**src/rtl/cell_sequencer.sv**
```systemverilog
// Cell sequencer: on frame_start, walks descriptor cells 0..nCells-1, offers each
// non-empty cell downstream over valid/ready, and shares the memory with host writes.
module cell_sequencer #(
    parameter int nCells     = 8,
    parameter int WORD_SIZE  = 32,
    parameter int SKIP_EMPTY = 1
) (
    input  logic                      clk,
    input  logic                      rst,
    input  logic                      frame_start,
    input  logic                      host_we,
    input  logic [$clog2(nCells)-1:0] host_addr,
    input  logic [WORD_SIZE-1:0]      host_data,
    output logic                      host_ack,
    output logic                      mem_we,
    output logic [nCells-1:0]         mem_ptr,
    output logic [$clog2(nCells)-1:0] mem_addr,
    output logic [WORD_SIZE-1:0]      mem_din,
    input  logic [WORD_SIZE-1:0]      mem_dout,
    output logic                      desc_valid,
    input  logic                      desc_ready,
    output logic [WORD_SIZE-1:0]      desc_data,
    output logic [$clog2(nCells)-1:0] desc_idx,
    output logic                      busy,
    output logic                      scan_done
);
    typedef enum logic [1:0] {IDLE, FETCH, OFFER, DONE} state_t;

    localparam int AW = $clog2(nCells);
    localparam logic [AW-1:0] LAST_IDX = AW'(nCells - 1);

    state_t               state_reg;
    logic [AW-1:0]        idx_reg;
    logic                 pending_reg;
    logic [WORD_SIZE-1:0] desc_data_reg;
    logic [AW-1:0]        desc_idx_reg;
    logic                 desc_valid_reg;
    logic                 busy_reg;
    logic                 scan_done_reg;

    logic cell_empty;
    logic at_last;
    logic grant;

    // The top nibble is a tag; a cell whose body below it is zero carries no work.
    assign cell_empty = (SKIP_EMPTY != 0) && (mem_dout[WORD_SIZE-5:0] == '0);
    assign at_last    = (idx_reg == LAST_IDX);
    // FETCH is the cycle the descriptor is captured, so host writes are held off then.
    assign grant      = host_we && (state_reg != FETCH) && !rst;

    assign host_ack = grant;
    assign mem_we   = grant;
    assign mem_din  = host_data;
    assign mem_addr = idx_reg;

    // Out-of-range host addresses match no bit, so the write is acknowledged but dropped.
    for (genvar gi = 0; gi < nCells; gi++) begin : g_ptr
        assign mem_ptr[gi] = grant && (host_addr == AW'(gi));
    end

    assign desc_valid = desc_valid_reg;
    assign desc_data  = desc_data_reg;
    assign desc_idx   = desc_idx_reg;
    assign busy       = busy_reg;
    assign scan_done  = scan_done_reg;

    always_ff @(posedge clk) begin
        if (rst) begin
            state_reg      <= IDLE;
            idx_reg        <= '0;
            pending_reg    <= 1'b0;
            desc_data_reg  <= '0;
            desc_idx_reg   <= '0;
            desc_valid_reg <= 1'b0;
            busy_reg       <= 1'b0;
            scan_done_reg  <= 1'b0;
        end else begin
            case (state_reg)
                IDLE: begin
                    if (frame_start) begin
                        state_reg <= FETCH;
                        idx_reg   <= '0;
                        busy_reg  <= 1'b1;
                    end
                end
                FETCH: begin
                    desc_data_reg <= mem_dout;
                    desc_idx_reg  <= idx_reg;
                    if (frame_start) begin
                        pending_reg <= 1'b1;
                    end
                    if (!cell_empty) begin
                        state_reg      <= OFFER;
                        desc_valid_reg <= 1'b1;
                    end else if (at_last) begin
                        state_reg     <= DONE;
                        scan_done_reg <= 1'b1;
                    end else begin
                        idx_reg <= idx_reg + 1'b1;
                    end
                end
                OFFER: begin
                    if (frame_start) begin
                        pending_reg <= 1'b1;
                    end
                    if (desc_ready) begin
                        desc_valid_reg <= 1'b0;
                        if (at_last) begin
                            state_reg     <= DONE;
                            scan_done_reg <= 1'b1;
                        end else begin
                            state_reg <= FETCH;
                            idx_reg   <= idx_reg + 1'b1;
                        end
                    end
                end
                DONE: begin
                    scan_done_reg <= 1'b0;
                    idx_reg       <= '0;
                    // A frame_start landing in this very cycle merges into the restart.
                    if (pending_reg || frame_start) begin
                        state_reg   <= FETCH;
                        pending_reg <= 1'b0;
                    end else begin
                        state_reg <= IDLE;
                        busy_reg  <= 1'b0;
                    end
                end
                default: begin
                    state_reg      <= IDLE;
                    busy_reg       <= 1'b0;
                    desc_valid_reg <= 1'b0;
                    scan_done_reg  <= 1'b0;
                end
            endcase
        end
    end
endmodule

```
**config.mk**
```make
export PLATFORM = sky130hd
export DESIGN_NAME = cell_sequencer
export DESIGN_NICKNAME = d
export VERILOG_FILES = /design/src/rtl/cell_sequencer.sv
export SDC_FILE = /design/constraint.sdc
export NUM_CORES = 1
export LEC_CHECK = 0
export BUFFER_PORTS_ARGS = -buffer_cell sky130_fd_sc_hd__buf_4
export CAP_MARGIN = 5
export CORE_MARGIN = 3
export CORE_UTILIZATION = 42
export DETAILED_ROUTE_END_ITERATION = 10
export GPL_TIMING_DRIVEN = 0
export PLACE_DENSITY = 0.92
export SETUP_SLACK_MARGIN = 0.3
export SLEW_MARGIN = 20
export SYNTH_ARGS = -nofsm -noshare
export SYNTH_HDL_FRONTEND = slang
export SYNTH_SLANG_ARGS = --single-unit
export TNS_END_PERCENT = 20
```
**constraint.sdc**
```tcl
create_clock -name clk -period 2.7 [get_ports clk]
set_input_delay 0.135 -clock clk [delete_from_list [all_inputs] [get_ports clk]]
set_output_delay 0.135 -clock clk [all_outputs]
set_load 0.02 [all_outputs]
```
# Word-level counts from Yosys, hierarchy flattened
# Cells that the tools add are included.
[classes]
muxes = 24
n_reduce_logical = 26
eq_ne = 20
n_addsub = 1
[ops]
columns = ["op", "n"]
rows = [
  ["$logic_not 28->1", 1],
  ["$reduce_and 3->1", 6],
  ["$eq 3x3->1 const B", 5],
  ["$mux 3", 4],
  ["$ne 2x2->1 const B", 6],
  ["$pmux 3 s4", 1],
  ["$logic_and 1x1->1", 10],
  ["$mux 2", 5],
  ["$mux 1", 9],
  ["$pmux 2 s4", 1],
  ["$eq 3x2->1 const B", 2],
  ["$pmux 1 s2", 3],
  ["$reduce_bool 2->1", 3],
  ["$eq 2x2->1 const B", 2],
  ["$ne 2x1->1 const B", 2],
  ["$add 3x1->3 const B", 1],
  ["$eq 3x1->1 const B", 1],
  ["$logic_not 3->1", 1],
  ["$ne 3x3->1 const B", 1],
  ["$pmux 1 s3", 1],
  ["$reduce_bool 3->1", 1],
  ["$eq 2x1->1 const B", 1],
  ["$logic_not 2->1", 1],
  ["$reduce_or 2->1", 1],
  ["2 further kinds", 2],
]
[word_totals]
register_bits = 44
input_bits = 72
elab_cells = 79
output_inout_bits = 83

# Logic depth before layout (Yosys ltp)
# Gate-level depths: netlist of the first run.
[depth]
word_depth = 4
ltp_mapped = 7
ltp_nobuf = 6

# Worst setup path after synthesis of the first run
# Ideal clock, no wire load.
[synth_timing]
kind = "register to output"
start = "reg state_reg[1]"
end = "out mem_ptr[0]"
path_buffers = 1
path_stages_with_launch = 8
required_ns = 2.565
setup_slack_ns = 0.672
arrival_ns = 1.893
cell_sequence = "dfxtp_1 inv_1 ha_1 buf_2 inv_1 and3_1 nand2b_1 nor3_1"
[synth_between]
elab_chain_cells = 4
[synth_lines]
columns = ["item", "line", "source"]
rows = [
  ["start: declaration", "32", "state_t state_reg;"],
  ["start signal: assignment", "69", "state_reg <= IDLE;"],
  ["start signal: assignment", "81", "state_reg <= FETCH;"],
  ["start signal: assignment", "93", "state_reg <= OFFER;"],
  ["$ne 2x1->1", "49", "assign grant = host_we && (state_reg != FETCH) && !rst;"],
  ["$logic_and 1x1->1 (2 in series)", "49", ""],
  ["named net host_ack", "14", "output logic host_ack,"],
  ["$logic_and 1x1->1", "58", "assign mem_ptr[gi] = grant && (host_addr == AW'(gi));"],
  ["end: declaration", "16", "output logic [nCells-1:0] mem_ptr,"],
]
# The timed path passes the listed nets, and every way through them passes these cells.

# Final worst setup path of the first run
[layout_timing]
start = "reg state_reg[1]"
end = "out mem_ptr[0]"
[layout_between]
elab_chain_cells = 4
[layout_lines]
columns = ["item", "line"]
rows = [
  ["$ne 2x1->1", "49"],
  ["$logic_and 1x1->1 (2 in series)", "49"],
  ["$logic_and 1x1->1", "58"],
]
# No other way between the ends.

==> results.cfg, run 1 <==
[outcome]
status = finished clean

[critical_path]
crit_type = reg2out
required_ps = 2570
cp-start-kind = flop
crit_arrival_ps = 2060
end_kind = primary output
crit_path_max_fanout = 10

[synthesis]
yosysSeqAreaShare = 0.376
synth.avg_cell_area_um2 = 8.94
synth_top_area_frac = 0.376
synthFlopType = dfxtp_1
synth_commonest_cells = dfxtp_1 (44), nor2_1 (43), mux2i_1 (39), buf_4 (33), nand2_1 (11)
yosysMostFrequentCell = dfxtp_1
synth_nets = 341
yosysTopAreaCell = dfxtp_1
syn-instance-count = 262
synth_seq_cells = 44
synth_edf_count = 0
synthArstFlopShare = 0
synth.distinct_cells = 41
yosysWarnings = 0
synth.top_cells.by_area = dfxtp_1 (38%), mux2i_1 (17%), buf_4 (11%)
netlist_area_um2 = 2340

[layout]
fill_cells = 451
layout-drive-gt1-share = 0.455
final_cells = 461
multi_input_area_um2 = 1140
largest_reg_flops = 32
areaGrowthSynthToFinish_pct = 46.6
stdcell_area_um2 = 3430
antenna-diode-count = 0
final_nets = 469
utilization = 0.655
regArea_um2 = 882

[detailed_routing]
drc_errors = 0
vias_per_cell = 5.01
drtPass1Iterations = 4
routed_wl_mm = 6.48
drt_iter0_drc = 65
vias = 2311
ant_nets = 0
wl_per_cell_um = 14.0

[pwr]
ir_drop_mv = 0.535
power_mw = 2.46
p_int_mw = 1.52
power-per-cell-area_nw_per_um2 = 716
leakage_nw = 1.64
power_frac_comb = 0.464
p_switching_mw = 0.934
switching_share = 0.380
power.share.clock = 0.177
pwr-share-seq = 0.358

[clock_network]
cts-buffers-inserted = 5
clock_sinks = 44
cts_tree = built
clock_latency_ps = 300
max-clock-path-buffers = 2
h-tree-depth = 2
root_buffer = clkbuf_8
clk_pin_slew_ps = 80
hold_buffers = 0

[global_routing]
grt_pass1_wl_mm = 9.65
grt_start_max_net_pins = 14
grtUsageTotal = 0.187
antenna_found_initial = 0
grt-ovfl-total = 0
grt_pass1_vias = 2144

[timing]
clock.fmax_mhz = 456
skew_ps = 5.87
slew_headroom = 0.534
tightest_slew_ps = 692
fin_tns_setup_ps = 0
final.period_utilization = 0.812
timing.hold.ws_ps = 67.3
setup_viol = 0
rsz0062_at_grt = false
finalHoldViolCount = 0
period_needed_ps = 2190
fin_ws_ps = 507
slew_violations = 0

[run]
cap_violations = 0

[placed_design]
io_buffers = 121
dpl_cell_area_um2 = 3340
placed_cells = 453
dp_slack_ps = 601
gp_congestion = 0.889
hpwl_mm = 5.20

[floorplanning]
floorplan.rows = 26
die_h_um = 80.7
start_util = 0.447
dieArea_um2 = 6510
fp.dieW_um = 80.7
ios = 155
coreArea_um2 = 5240

[hold_path]
hold_class = in2reg
==> path summary, 6_finish.rpt <==
path,start,endpoint,slack [ps],depth (start not counted)
hold / removal,mem_dout[31],desc_data[31],70,3
hold reg to reg,desc_idx[1],desc_idx[1],500,2
setup reg to reg,state_reg[0],mem_addr[1],520,7
setup / recovery,state_reg[1],mem_ptr[0],510,8
==> worst max-delay path, cell delays in order (launching register included) <==
cell and delay (ps):
dfxtp_2 400, inv_1 110, ha_1 190, buf_2 200, inv_2 130, and3_1 240
nand2b_1 130, nor3_1 170, buf_4 170
==> cell type report <==
type / instances / share of cell area
Buffer: 43 / 0.0849
Clock buffer: 7 / 0.0252
Clock inverter: 1 / 0.00219
Inverter: 7 / 0.00766
Multi-Input combinational cell: 168 / 0.333
Sequential cell: 44 / 0.257
Tap cell: 70 / 0.0255
Timing Repair Buffer: 121 / 0.265
==> routing by layer <==
layer | global-route usage | vias to the layer above | routed length [um]
met5 | 0 | - | 0
met4 | 0.0574 | 0 | 70
met3 | 0.0605 | 7 | 768
met2 | 0.336 | 116 | 3180
met1 | 0.206 | 1055 | 2460
li1 | - | 1133 | -
==> layout by cell type (no fill, tap or decap), types with 2 or more instances in the layout <==
master / instances
buf_4: 154
nor2_1: 43
dfxtp_1: 43
mux2i_1: 39
nand2_1: 11
nor4_1: 7
ha_1: 7
inv_1: 6
nor3_1: 6
nand3_1: 6
clkbuf_8: 6
buf_2: 5
nand2b_1: 5
clkbuf_1: 5
a21oi_1: 5
and3_1: 3
o31ai_1: 3
nor2b_1: 2
o21ai_0: 2
nor4_2: 2
and2_1: 2
and3_2: 2
a31o_2: 2
o221ai_1: 2
or4_1: 2
nand4_1: 2
==> repair_timing <==
item,CTS,global route
setup buffers,0,0
gates resized for setup,0,2
endpoints found under the hold margin,0,0
endpoints found under the setup margin,0,7
==> cell families after synthesis <==
logic type,Yosys count,synth area share
flops,44,0.376
simple gates,100,0.215
buf+inv,50,0.136
mux,39,0.167
fa+ha+maj,7,0.0374
compound gates,22,0.0684
==> power by group through the flow <==
| stage | Clock, mW | Sequential [mW] | Combinational (mW) |
|---|---|---|---|
| after global placement | 0 | 0.880 | 1.11 |
| after detailed placement | 0 | 0.890 | 1.14 |
| final | 0.436 | 0.881 | 1.14 |
| after CTS | 0.437 | 0.878 | 1.15 |
| after floorplan | 0 | 1.01 | 0.618 |
| after global routing | 0.465 | 0.895 | 1.24 |
(Power assumes the default switching activity.)
==> inputs of run 2 (changes only) <==
--- a/config.mk
+++ b/config.mk
@@ -5,13 +5,14 @@
 export SDC_FILE = /design/constraint.sdc
 export NUM_CORES = 1
 export LEC_CHECK = 0
+export ABC_AREA = 1
 export BUFFER_PORTS_ARGS = -buffer_cell sky130_fd_sc_hd__buf_4
 export CAP_MARGIN = 5
 export CORE_MARGIN = 3
-export CORE_UTILIZATION = 42
+export CORE_UTILIZATION = 37
 export DETAILED_ROUTE_END_ITERATION = 10
 export GPL_TIMING_DRIVEN = 0
-export PLACE_DENSITY = 0.92
+export PLACE_DENSITY = 0.88
 export SETUP_SLACK_MARGIN = 0.3
 export SLEW_MARGIN = 20
 export SYNTH_ARGS = -nofsm -noshare
==> constraint.sdc (replaced) <==
create_clock -name clk -period 1.9 [get_ports clk]
set_input_delay 0.095 -clock clk [delete_from_list [all_inputs] [get_ports clk]]
set_output_delay 0.095 -clock clk [all_outputs]
set_load 0.02 [all_outputs]
==> results.cfg, run 2 <==
[layout]
stdcell_area_um2 = 3390
largest_reg_flops = 32
areaGrowthSynthToFinish_pct = 53.9
layout-drive-gt1-share = 0.430
antenna-diode-count = 0
final_nets = 525
most-common-layout-cells = buf_4 (159), nor2_1 (99), dfxtp_1 (42)
final_cells = 519
final_common_cell = buf_4

[synthesis]
synth.avg_cell_area_um2 = 7.04
synthFlopType = dfxtp_1
synthArstFlopShare = 0
yosysWarnings = 0
yosysSeqAreaShare = 0.400
synth_top_area_frac = 0.400
yosysTopAreaCell = dfxtp_1
netlist_area_um2 = 2200
synth_commonest_cells = nor2_1 (103), dfxtp_1 (44), o21ai_0 (38), buf_4 (33), nand2_1 (29)
synth.top_cells.by_area = dfxtp_1 (40%), nor2_1 (18%), buf_4 (11%)
syn-instance-count = 313
synth_nets = 392
synth_edf_count = 0
synth_seq_cells = 44
synth.distinct_cells = 21
yosysMostFrequentCell = nor2_1

[detailed_routing]
vias = 2432
routed_wl_mm = 6.62
drtPass1Iterations = 4
ant_nets = 0
wl_per_cell_um = 12.8
drc_errors = 0
vias_per_cell = 4.69
drt_iter0_drc = 71

[pwr]
leakage_nw = 1.72
power_mw = 3.32
ir_drop_mv = 0.528
power-per-cell-area_nw_per_um2 = 981

[timing]
slew_headroom = 0.700
final.period_utilization = 0.817
clock.fmax_mhz = 644
slew_violations = 0
timing.hold.ws_ps = 5.94
skew_ps = 8.89
fin_tns_setup_ps = 0
tightest_slew_ps = 450
finalHoldViolCount = 0
period_needed_ps = 1550
setup_viol = 0
rsz0062_at_grt = true

[hold_path]
hold_class = in2reg

[global_routing]
grtUsageTotal = 0.183
grt-ovfl-total = 0
antenna_found_initial = 0
grt_pass1_wl_mm = 10.7
grtUsageMet3 = 0.0685
grt_use_met1 = 0.188
grt_start_max_net_pins = 14
busiest_layer = met2
use_met2 = 0.342
grt_pass1_vias = 2437

[clock_network]
clock_sinks = 44
clk_pin_slew_ps = 90
cts_tree = built
h-tree-depth = 2
cts-buffers-inserted = 5
clock_latency_ps = 300
root_buffer = clkbuf_8
max-clock-path-buffers = 2
hold_buffers = 0

[placed_design]
placed_cells = 507
hpwl_mm = 5.23
gp_congestion = 0.815
dpl_cell_area_um2 = 3210
io_buffers = 122

[floorplanning]
start_util = 0.390
dieArea_um2 = 6910
fp.dieW_um = 83.1
coreArea_um2 = 5640
die_h_um = 83.1
floorplan.rows = 27
ios = 155

[critical_path]
path_buf_inv = 5
crit_top_cell = buf_4
required_ps = 1800
end_kind = primary output
cp_slowest_cell = dfxtp_4
crit_type = reg2out
crit_chain = inv_2 > ha_4 > clkinv_4 > nand2_2 > nor2_4 > buf_4 > buf_4 > buf_4
crit_path_max_fanout = 4
max_stage_delay_ps = 350
critical-path-top-delay-family = buffers and inverters
crit_arrival_ps = 1460
cp-start-kind = flop

[outcome]
status = finished clean

[run]
cap_violations = 0
-- run 2: cell count changes in the layout (fill, tap and decap cells not counted), moves of 6 or more --
cell,previous run,this run
nand2_1,11,26
nor2_1,43,99
mux2i_1,39,0
inv_1,6,15
o21ai_0,2,38
nor4_1,7,1
-- run 2: timing repair --
action / 4_1_cts / 5_1_grt
pin swaps: 3 / 1
resized for setup: 12 / 7
setup endpoints to repair: 37 / 14
endpoints found under the hold margin: 0 / 0
buffers inserted: 4 / 0
-- run 2: metrics by stage --
stage / setup slack (ps) / utilization
2_1_floorplan: 236 / -
3_3_place_gp: 203 / 0.569
3_5_place_dp: 172 / 0.569
4_1_cts: 320 / 0.597
5_1_grt: 275 / 0.601
6_report: 347 / 0.601
-- run 2: per-layer routing --
metal	vias to the layer above	share of wire	routed length (um)
met5	-	0	0
met4	0	0.017	110
met3	11	0.10	688
met2	114	0.50	3280
met1	1089	0.38	2540
li1	1218	-	-
-- run 2: kinds of logic after synthesis --
logic type / after synthesis / share of synthesized area
AOI/OAI and AO/OA: 52 / 0.128
adders and majority gates: 7 / 0.0398
buffers and inverters: 62 / 0.163
DFF: 44 / 0.400
and+or+nand+nor: 148 / 0.269
-- run 2: final timing paths --
check	start	end	slack, ps	depth (start not counted)
worst min register to register	desc_valid	desc_valid	440	2
worst max-delay path	state_reg[1]	host_ack	350	8
worst min-delay path	rst	scan_done	6	2
worst max register to register	state_reg[1]	mem_addr[2]	400	10
-- run 2: worst register-to-register path: stages (launching register included) --
cell and delay, ps:
dfxtp_4 350, buf_4 150, ha_2 190, inv_1 80, nor2_1 60, inv_1 50
nand2_1 100, a21oi_4 200, nand3_1 110, nand2_1 80, nor2_1 40
-- run 2: report_power, final --
group,switching (mW),internal [mW]
Clock,0.319,0.290
Combinational,0.851,0.613
Sequential,0.121,1.13
Total,1.29,2.03
-- run 2: layout make-up --
| class | count | area [um^2] |
|---|---|---|
| Timing Repair Buffer | 126 | 946 |
| Sequential cell | 44 | 888 |
| Clock inverter | 2 | 10.0 |
| Tap cell | 72 | 90.1 |
| Clock buffer | 6 | 82.6 |
| Multi-Input combinational cell | 207 | 1010 |
| Buffer | 44 | 292 |
| Fill cell | 527 | 2250 |
| Inverter | 18 | 72.6 |
==> inputs of run 3 (changes only) <==
--- a/config.mk
+++ b/config.mk
@@ -9,10 +9,10 @@
 export BUFFER_PORTS_ARGS = -buffer_cell sky130_fd_sc_hd__buf_4
 export CAP_MARGIN = 5
 export CORE_MARGIN = 3
-export CORE_UTILIZATION = 37
+export CORE_UTILIZATION = 41
 export DETAILED_ROUTE_END_ITERATION = 10
 export GPL_TIMING_DRIVEN = 0
-export PLACE_DENSITY = 0.88
+export PLACE_DENSITY = 0.92
 export SETUP_SLACK_MARGIN = 0.3
 export SLEW_MARGIN = 20
 export SYNTH_ARGS = -nofsm -noshare
==> constraint.sdc (replaced) <==
create_clock -name clk -period 1.6 [get_ports clk]
set_input_delay 0.08 -clock clk [delete_from_list [all_inputs] [get_ports clk]]
set_output_delay 0.08 -clock clk [all_outputs]
set_load 0.02 [all_outputs]
==> results.cfg, run 3 (same netlist as run 2, synthesis figures left out) <==
[outcome]
status = finished clean

[placed_design]
io_buffers = 122
dpl_cell_area_um2 = 3320
gp_congestion = 0.780
placed_cells = 505
hpwl_mm = 5.18
dp_slack_ps = 116

[layout]
most-common-layout-cells = buf_4 (154), nor2_1 (88), dfxtp_1 (40)
antenna-diode-count = 0
final_nets = 530
final_cells = 522
stdcell_area_um2 = 3720
layout-drive-gt1-share = 0.515
utilization = 0.724
fill_cells = 408
areaGrowthSynthToFinish_pct = 69.0
final_common_cell = buf_4
largest_reg_flops = 32

[pwr]
power-per-cell-area_nw_per_um2 = 1140
leakage_nw = 1.80
power_mw = 4.24
ir_drop_mv = 0.609

[detailed_routing]
drtPass1Iterations = 4
routed_wl_mm = 7.05
drt_iter0_drc = 108
vias_per_cell = 4.76
ant_nets = 0
vias = 2487
drc_errors = 0
wl_per_cell_um = 13.5

[global_routing]
antenna_found_initial = 0
grt_pass1_wl_mm = 10.5
grt_start_max_net_pins = 14
grt-ovfl-total = 0
grt_pass1_vias = 2323
grtUsageTotal = 0.209

[clock_network]
cts_tree = built
cts-buffers-inserted = 5
clock_sinks = 44
clock_latency_ps = 300
max-clock-path-buffers = 2
h-tree-depth = 2
root_buffer = clkbuf_8
clk_pin_slew_ps = 80

[critical_path]
crit_type = reg2out
max_stage_delay_ps = 370
crit_arrival_ps = 1510
cp_slowest_cell = dfxtp_4
critical-path-top-delay-family = simple AND/OR/NAND/NOR gates
end_kind = primary output
cp-start-kind = flop
crit_path_max_fanout = 4
path_buf_inv = 3
required_ps = 1520
crit_chain = inv_4 > ha_4 > clkinv_4 > nand2_4 > nor2_4 > nand2_4 > nor2_4 > buf_6

[timing]
final.period_utilization = 0.992
skew_ps = 8.07
fin_ws_ps = 13.5
timing.hold.ws_ps = 12.8
finalHoldViolCount = 0
tightest_slew_ps = 617
slew_headroom = 0.589
period_needed_ps = 1590
setup_viol = 0
fin_tns_setup_ps = 0
slew_violations = 0
clock.fmax_mhz = 630
rsz0062_at_grt = true

[floorplanning]
fp.dieW_um = 79.3
coreArea_um2 = 5140
die_h_um = 79.3
ios = 155
floorplan.rows = 26
dieArea_um2 = 6290
start_util = 0.428

[hold_path]
hold_class = in2reg

[run]
cap_violations = 0
## run 3: cell types whose count changed in the layout (fill, tap and decap cells not counted), moves of 4 or more
cell / delta
o21ai_0: -17
dlygate4sd3_1: +4
o21ai_2: +8
inv_1: -4
inv_4: +4
nor2_4: +10
buf_6: +8
o21ai_1: +9
buf_4: -5
nor2_1: -11
ha_1: -4
## run 3: area by class of cell
class,count,area [um^2],area share
Sequential cell,44,891,0.239
Tap cell,70,87.6,0.0235
Clock buffer,7,76.3,0.0205
Buffer,44,330,0.0888
Timing Repair Buffer,131,1020,0.275
Clock inverter,1,8.76,0.00235
Inverter,18,82.6,0.0222
Multi-Input combinational cell,207,1220,0.328
## run 3: final timing paths
path / to / start / depth (start not counted) / slack, ps
worst min-delay path: desc_data[13] / mem_dout[13] / 3 / 10
worst max-delay path: mem_ptr[5] / state_reg[1] / 8 / 10
worst max register to register: mem_addr[2] / state_reg[1] / 11 / 100
worst min register to register: desc_valid / desc_valid / 2 / 460
## run 3: worst min-delay path, cell delays in order
cell    delay [ps]
buf_4           80
nor2_1          40
nor2_1          80
## run 3: timing repair
item	in CTS	in global routing
hold buffers	4	0
resized for setup	10	87
pin swaps	6	12
buffers inserted	5	0
setup endpoints to repair	51	52
hold endpoints to repair	3	0
## run 3: power by group
group          internal, mW  switching [mW]  total, mW
combinational         0.889            1.15       2.04
clock                 0.312           0.377      0.690
sequential             1.35           0.166       1.51
## run 3: per-layer routing
layer	part of all wire	global-route usage	vias up
met5	0	0	-
li1	-	-	1235
met4	0.013	0.0739	0
met2	0.55	0.395	95
met3	0.073	0.0567	12
met1	0.37	0.218	1145
